File: src/rtl/mem_arbiter_pkg.sv
// rtl/mem_arbiter_pkg.sv - shared FSM state, owner encoding and width constants for mem_arbiter
package mem_arbiter_pkg;

    localparam int INST_W        = 32;
    localparam int MASK_W        = 8;
    localparam int WORD_OFFSET_W = 3;

    typedef enum logic [1:0] {
        IDLE = 2'd0,
        REQ  = 2'd1,
        WAIT = 2'd2
    } arb_state_t;

    typedef enum logic {
        OWN_IF  = 1'b0,
        OWN_LSU = 1'b1
    } owner_t;

    function automatic owner_t other_owner(input owner_t o);
        return (o == OWN_IF) ? OWN_LSU : OWN_IF;
    endfunction

endpackage

File: src/rtl/mem_arb_grant.sv
// rtl/mem_arb_grant.sv - 2-way grant logic; round-robin with MEM_ARB_RR_EN, LSU-first fixed priority otherwise
module mem_arb_grant
    import mem_arbiter_pkg::*;
(
`ifdef MEM_ARB_RR_EN
    input  logic   clk,
    input  logic   reset,
`endif
    input  logic   if_valid,
    input  logic   lsu_valid,
    input  logic   grant_en,
    output logic   grant_valid,
    output owner_t grant_owner
);

    assign grant_valid = grant_en && (if_valid || lsu_valid);

`ifdef MEM_ARB_RR_EN
    owner_t last_owner;

    always_comb begin
        grant_owner = OWN_IF;
        if (if_valid && lsu_valid) begin
            grant_owner = other_owner(last_owner);
        end else if (lsu_valid) begin
            grant_owner = OWN_LSU;
        end
    end

    // Starting from LSU makes IF the winner of the first contested grant.
    always_ff @(posedge clk) begin
        if (reset) begin
            last_owner <= OWN_LSU;
        end else if (grant_valid) begin
            last_owner <= grant_owner;
        end
    end
`else
    assign grant_owner = lsu_valid ? OWN_LSU : OWN_IF;
`endif

endmodule

File: src/rtl/mem_arbiter.sv
// rtl/mem_arbiter.sv - single-outstanding IF/LSU memory arbiter; MEM_ARB_RR_EN selects round-robin grant
module mem_arbiter
    import mem_arbiter_pkg::*;
#(
    parameter int ADDR_W = 64,
    parameter int DATA_W = 64
) (
    input  logic              clk,
    input  logic              reset,

    input  logic              if_req_valid,
    output logic              if_req_ready,
    input  logic [ADDR_W-1:0] if_addr,
    output logic              if_resp_valid,
    output logic [INST_W-1:0] if_inst,

    input  logic              lsu_req_valid,
    output logic              lsu_req_ready,
    input  logic [ADDR_W-1:0] lsu_addr,
    input  logic              lsu_wen,
    input  logic [DATA_W-1:0] lsu_wdata,
    input  logic [MASK_W-1:0] lsu_wmask,
    output logic              lsu_resp_valid,
    output logic [DATA_W-1:0] lsu_rdata,

    output logic              mem_req_valid,
    input  logic              mem_req_ready,
    output logic [ADDR_W-1:0] mem_addr,
    output logic              mem_wen,
    output logic [DATA_W-1:0] mem_wdata,
    output logic [MASK_W-1:0] mem_wmask,
    input  logic              mem_resp_valid,
    input  logic [DATA_W-1:0] mem_rdata,

    output logic              busy
);

    localparam logic [ADDR_W-1:0] WORD_MASK = ~ADDR_W'((1 << WORD_OFFSET_W) - 1);

    arb_state_t        state;
    owner_t            owner_q;
    logic [ADDR_W-1:0] addr_q;
    logic              wen_q;
    logic [DATA_W-1:0] wdata_q;
    logic [MASK_W-1:0] wmask_q;

    logic              grant_valid;
    owner_t            grant_owner;
    logic              accept;

    mem_arb_grant u_grant (
`ifdef MEM_ARB_RR_EN
        .clk         (clk),
        .reset       (reset),
`endif
        .if_valid    (if_req_valid),
        .lsu_valid   (lsu_req_valid),
        .grant_en    (state == IDLE),
        .grant_valid (grant_valid),
        .grant_owner (grant_owner)
    );

    // Ready is the only combinational output: acceptance must happen in the grant cycle itself.
    assign accept        = grant_valid && !reset;
    assign if_req_ready  = accept && (grant_owner == OWN_IF);
    assign lsu_req_ready = accept && (grant_owner == OWN_LSU);

    assign busy          = (state != IDLE);
    assign mem_req_valid = (state == REQ);
    assign mem_addr      = addr_q & WORD_MASK;
    assign mem_wen       = wen_q;
    assign mem_wdata     = wdata_q;
    assign mem_wmask     = wmask_q;

    always_ff @(posedge clk) begin
        if (reset) begin
            state          <= IDLE;
            owner_q        <= OWN_IF;
            addr_q         <= '0;
            wen_q          <= 1'b0;
            wdata_q        <= '0;
            wmask_q        <= '0;
            if_resp_valid  <= 1'b0;
            lsu_resp_valid <= 1'b0;
            if_inst        <= '0;
            lsu_rdata      <= '0;
        end else begin
            if_resp_valid  <= 1'b0;
            lsu_resp_valid <= 1'b0;
            case (state)
                IDLE: begin
                    if (grant_valid) begin
                        owner_q <= grant_owner;
                        if (grant_owner == OWN_LSU) begin
                            addr_q  <= lsu_addr;
                            wen_q   <= lsu_wen;
                            wdata_q <= lsu_wdata;
                            wmask_q <= lsu_wmask;
                        end else begin
                            addr_q  <= if_addr;
                            wen_q   <= 1'b0;
                            wdata_q <= '0;
                            wmask_q <= '0;
                        end
                        state <= REQ;
                    end
                end
                REQ: begin
                    if (mem_req_ready) begin
                        state <= WAIT;
                    end
                end
                WAIT: begin
                    if (mem_resp_valid) begin
                        state <= IDLE;
                        if (owner_q == OWN_IF) begin
                            if_resp_valid <= 1'b1;
                            if_inst       <= addr_q[2] ? mem_rdata[2*INST_W-1:INST_W]
                                                       : mem_rdata[INST_W-1:0];
                        end else begin
                            lsu_resp_valid <= 1'b1;
                            lsu_rdata      <= mem_rdata;
                        end
                    end
                end
                default: state <= IDLE;
            endcase
        end
    end

endmodule

File: config.mk
export PLATFORM = sky130hd
export DESIGN_NAME = mem_arbiter
export DESIGN_NICKNAME = d
export VERILOG_FILES = /design/src/rtl/mem_arbiter_pkg.sv /design/src/rtl/mem_arb_grant.sv /design/src/rtl/mem_arbiter.sv
export SDC_FILE = /design/constraint.sdc
export NUM_CORES = 1
export LEC_CHECK = 0
export ABC_AREA = 1
export BUFFER_PORTS_ARGS = -buffer_cell sky130_fd_sc_hd__buf_2
export CAP_MARGIN = 0
export CORE_AREA = 5 5 196 198
export CTS_CLUSTER_DIAMETER = 60
export CTS_CLUSTER_SIZE = 40
export DETAILED_ROUTE_END_ITERATION = 6
export DIE_AREA = 0 0 201 203
export PLACE_DENSITY = 0.53
export SLEW_MARGIN = 30
export SYNTH_ARGS = -nofsm -noshare
export SYNTH_HDL_FRONTEND = slang
export SYNTH_SLANG_ARGS = --single-unit
File: constraint.sdc
create_clock -name clk -period 2.1 [get_ports clk]
set_clock_uncertainty 0.1 [all_clocks]
set_input_delay 0.21 -clock clk [delete_from_list [all_inputs] [get_ports clk]]
set_output_delay 0.21 -clock clk [all_outputs]
set_load 0.03 [all_outputs]
After elaboration in Yosys (flattened, before gate mapping)
Cells that the tools add are included.
- flip-flop bits (word level): 238
- logic and storage cells: 44
- input bits: 271
- equal/unequal tests: 5
- reduce and logical (&&, ||, !) cells: 13
- bitwise operators: 4
- multiplexer cells: 12
- operators with widths (kind ; count):
    64-bit two-way mux ; 2
    32-bit two-way mux ; 1
    3-bit AND reduction ; 3
    8-bit two-way mux ; 1
    2-bit two-way mux ; 3
    2-bit case mux with 3 select lines ; 1
    1-bit logical AND ; 4
    1-bit two-way mux ; 4
    2-bit != test (second input constant) ; 2
    1-bit NOT ; 4
    3-bit OR reduction ; 1
    2-bit by 1-bit == test with 1-bit output (second input constant) ; 1
    2-bit == test (second input constant) ; 1
    2-bit logical NOT ; 1
    2-bit by 1-bit != test with 1-bit output (second input constant) ; 1
    2-bit AND reduction ; 1
    2-bit nonzero test ; 1
    1-bit logical NOT ; 1
    1-bit logical OR ; 1

Longest topological paths before layout
- depth in word-level cells: 4
- depth in mapped cells: 8

By module
Synthesis repeated with hierarchy kept, for this count alone.
- cells, all modules: 1852
- area total of the unflattened synthesis: 11471.0 µm²
- by module, submodules not included (module ; instances ; area each (µm²) ; cells each ; sequential area each (µm²)):
    mem_arbiter ; 1 ; 11452.2 ; 1848 ; 4724.5
    mem_arb_grant ; 1 ; 18.8 ; 4 ; 0.0

Worst setup path before layout
OpenSTA, ideal clock, no wires.
- kind: register to output
- from: register state[1]
- to: output port if_req_ready
- cell stages (with the launch flop): 6
- slack: 0.317 ns
- required time: 1.790 ns
- arrival: 1.473 ns
- cells stage by stage: dfxtp_1 nor2_1 nand2_1 buf_2 buf_2 nor3_1
- longest elaborated chain between the ends: 4
- ends and longest elaborated chain (item ; line ; RTL):
    start: declaration ; mem_arbiter.sv:40 ; arb_state_t state;
    start signal: assignment ; mem_arbiter.sv:77 ; state <= IDLE;
    start signal: assignment ; mem_arbiter.sv:105 ; state <= REQ;
    start signal: assignment ; mem_arbiter.sv:110 ; state <= WAIT;
    2-bit logical NOT ; mem_arbiter.sv:58 ; .grant_en (state == IDLE),
    1-bit logical AND ; mem_arb_grant.sv:16 ; assign grant_valid = grant_en && (if_valid || lsu_valid);
    1-bit logical AND ; mem_arbiter.sv:64 ; assign accept = grant_valid && !reset;
    1-bit logical AND ; mem_arbiter.sv:65 ; assign if_req_ready = accept && (grant_owner == OWN_IF);
    end: declaration ; mem_arbiter.sv:12 ; output logic if_req_ready,
No other way between the ends.

Worst setup path in the final report
- from: register state[0]
- to: output port lsu_req_ready
- longest elaborated chain between the ends: 4
- ends and longest elaborated chain (item ; line ; RTL):
    2-bit logical NOT ; mem_arbiter.sv:58 ;
    1-bit logical AND ; mem_arb_grant.sv:16 ;
    1-bit logical AND ; mem_arbiter.sv:64 ;
    1-bit logical AND ; mem_arbiter.sv:66 ; assign lsu_req_ready = accept && (grant_owner == OWN_LSU);
    end: declaration ; mem_arbiter.sv:18 ; output logic lsu_req_ready,
No other way between the ends.

==> reports/metrics.cfg <==
[status]
run_status = finished, final reports clean

[clock_network]
cts_made_buffers = 27
ctsHtreeMaxLevel = 1
clock-sinks = 236
clk_latency_ns = 0.54
cts_tree = done
cts-root-buf = clkbuf_16
clockBufferDepth = 3
clk_pin_slew_ns = 0.08

[worst_setup_path]
worstSetupPathType = reg -> out
cp_cell_sequence = nor2_1 -> buf_4 -> nand2_1 -> nor2_4 -> clkbuf_4
cp-start-kind = flip-flop
worst_setup_path_end_kind = output pin
cp_top_family = simple AND/OR/NAND/NOR gates
required_ns = 1.79
critPathMaxFanout = 3
critPathMaxStageDelay_ns = 0.35
cp_slowest_cell = dfxtp_1
arrival_ns = 1.65
path_buf_inv = 2

[job]
cap_viol_max_count = 0

[finish]
nFillCells = 3627
fin_nets = 2625
fin_area_mm2 = 0.01688
layout-drive-gt1-share = 0.2489
synthToLayoutAreaGrowth_pct = 57.26
diodes = 0

[timing]
fin_setup_tns_ns = 0
max_slew_margin = 0.6512
drv_slew = 0
worst_pin_slew_ns = 0.5233
fin_crit_sh = 0.9336
period_needed_ns = 1.961
rsz0062_at_grt = false
worst_slack_ns = 0.1395
max_clock_freq_mhz = 510.1
finalHoldViolCount = 0
setup-violations-final = 0

[placed_design]
place_hpwl_mm = 27.46
gp_congestion = 0.8270
io_buffers = 502
placed_area_mm2 = 0.01323
post-place-ws_ns = 0.4748

[die]
dieArea_mm2 = 0.04080
initial_utilization = 0.2953
die_h_um = 203
ioPinCount = 510
fp-row-count = 70
die_x_um = 201
core-area_mm2 = 0.03635

[routing]
ant_nets = 0
vias = 12070
routedWlPerCell_um = 14.01
via_per_inst = 4.247
drt_wl_total_mm = 39.81
dr.pass1.iters = 5
dr.first_iter.drc_count = 411
drcViolationCount = 0

[synthesis]
synth_area_leaders = dfxtp_1, nand2_1, nor2_1, inv_1, buf_4
yosysMostFrequentCell = nand2_1
yosysSeqAreaShare = 0.4401
synth_flop_cell = dfxtp_1
synth-edff-count = 0
synthTopCellsByCount = nand2_1, nor2_1, dfxtp_1
synth_area_mm2 = 0.01073
synth.top_cell.area_share = 0.4401
synth_seq_cells = 236
syn_inst = 1687
async_flop_share = 0
synth_cell_types = 16
yosysTopAreaCell = dfxtp_1
synth-warning-count = 0
avgSynthCellArea_um2 = 6.363

[global_route]
grt_pass1_wl_mm = 63.60
antenna_found_initial = 1
gr-usage-all-layers = 0.1860
grt-ovfl-total = 0
grt_max_degree = 93
grt_pass1_vias = 12420

[power_and_ir_drop]
p_leak_nw = 9.336
ir_worst_vdd_mv = 0.5812
powerDensity_mw_per_mm2 = 757.7

[hold_path]
hp-class = in -> reg

[timing repair]
item	in CTS	in global routing
hold buffers	264	0
buffers inserted	1	0
resized for setup	0	3
endpoints found under the hold margin	235	0
setup endpoints to repair	1	2
pin swaps	1	1
[where the power goes]
part           internal [mW]  switching (mW)
logic                   1.09            1.62
registers               4.75           0.146
clock network           2.98            2.21
total                   8.81            3.98
[layer usage]
layer / part of all wire / up-vias / GRT usage
met5: 0.00028 / - / 0
met2: 0.48 / 417 / 0.3308
met1: 0.39 / 5306 / 0.2028
met4: 0.060 / 2 / 0.09808
met3: 0.069 / 136 / 0.04999
li1: - / 6208 / -
[registers in the layout, indices dropped and copies added (netlist names)]
| name | count |
|---|---|
| lsu_rdata | 64 |
| mem_wdata | 64 |
| mem_wmask | 8 |
| if_inst | 32 |
| state | 2 |
| addr_q | 62 |
| if_resp_valid | 1 |
| mem_wen | 1 |
| lsu_resp_valid | 1 |
| owner_q | 1 |
[through the flow]
stage | utilization | cells | hold WS (ns) | total power [mW]
floorplan | - | 1689 | 0.2131 | 6.620
global placement | 0.3640 | 2528 | 0.2963 | 7.239
detailed placement | 0.3640 | 2528 | 0.3018 | 7.271
CTS | 0.4643 | 2842 | 0.02267 | 12.98
global route | 0.4644 | 2842 | 0.06372 | 13.42
finish | 0.4644 | 2842 | 0.03538 | 12.79
[path summary, 6_finish.rpt]
check,start,slack (ns),cells past startpoint,endpoint
setup / recovery,state[0]$_SDFFE_PP0P_,0.14,5,lsu_req_ready
hold / removal,if_addr[2],0.04,5,addr_q[2]$_SDFFE_PP0P_
setup reg to reg,state[0]$_SDFFE_PP0P_,0.41,8,mem_wmask[7]$_SDFFE_PP0P_
hold reg to reg,mem_wdata[2]$_SDFFE_PP0P_,0.37,2,mem_wdata[2]$_SDFFE_PP0P_
[cells in the final DEF (no fill, tap or decap)]
master,n
clkinvlp_4,2
nand2_2,1
clkbuf_4,1
a21oi_1,3
o21ai_0,32
inv_12,3
inv_1,162
dlygate4sd3_1,264
conb_1,3
nand2_1,689
dfxtp_1,235
clkinv_4,3
nor2_1,320
inv_8,2
buf_12,13
buf_4,19
clkinv_8,3
nor2_2,1
clkbuf_16,27
nor2_4,2
buf_2,500
inv_2,2
clkinv_2,2
bufinv_16,4
nor3_1,2
dfxtp_2,1
nand3_1,73
nand2_4,1
inv_6,4
[worst register-to-register path, cell delays in order, from the launching register on]
cell,delay (ns)
dfxtp_1,0.35
nor2_1,0.11
buf_4,0.16
nand2_1,0.12
nor2_4,0.16
buf_4,0.18
buf_12,0.26
nand2_1,0.11
nand2_1,0.08
[kinds of logic (layout without fill, tap and decap cells)]
kind of cell    Yosys count  in the layout  share of synthesized area
compound gates           35             35                    0.01632
flops                   236            236                     0.4401
buf+inv                 326           1011                     0.1529
simple gates           1089           1089                     0.3903
other cells               1              3                  0.0003494
[final cells by class]
class                           count  area, µm²  share of cell area
Timing Repair Buffer              797       5555              0.3291
Clock buffer                       27      675.6             0.04003
Sequential cell                   236       4726              0.2800
Inverter                          165      624.3             0.03699
Clock inverter                     22      317.8             0.01883
Multi-Input combinational cell   1127       4395              0.2604
Tap cell                          468      585.6             0.03469
Note: power is estimated with default switching activity, not from simulation.
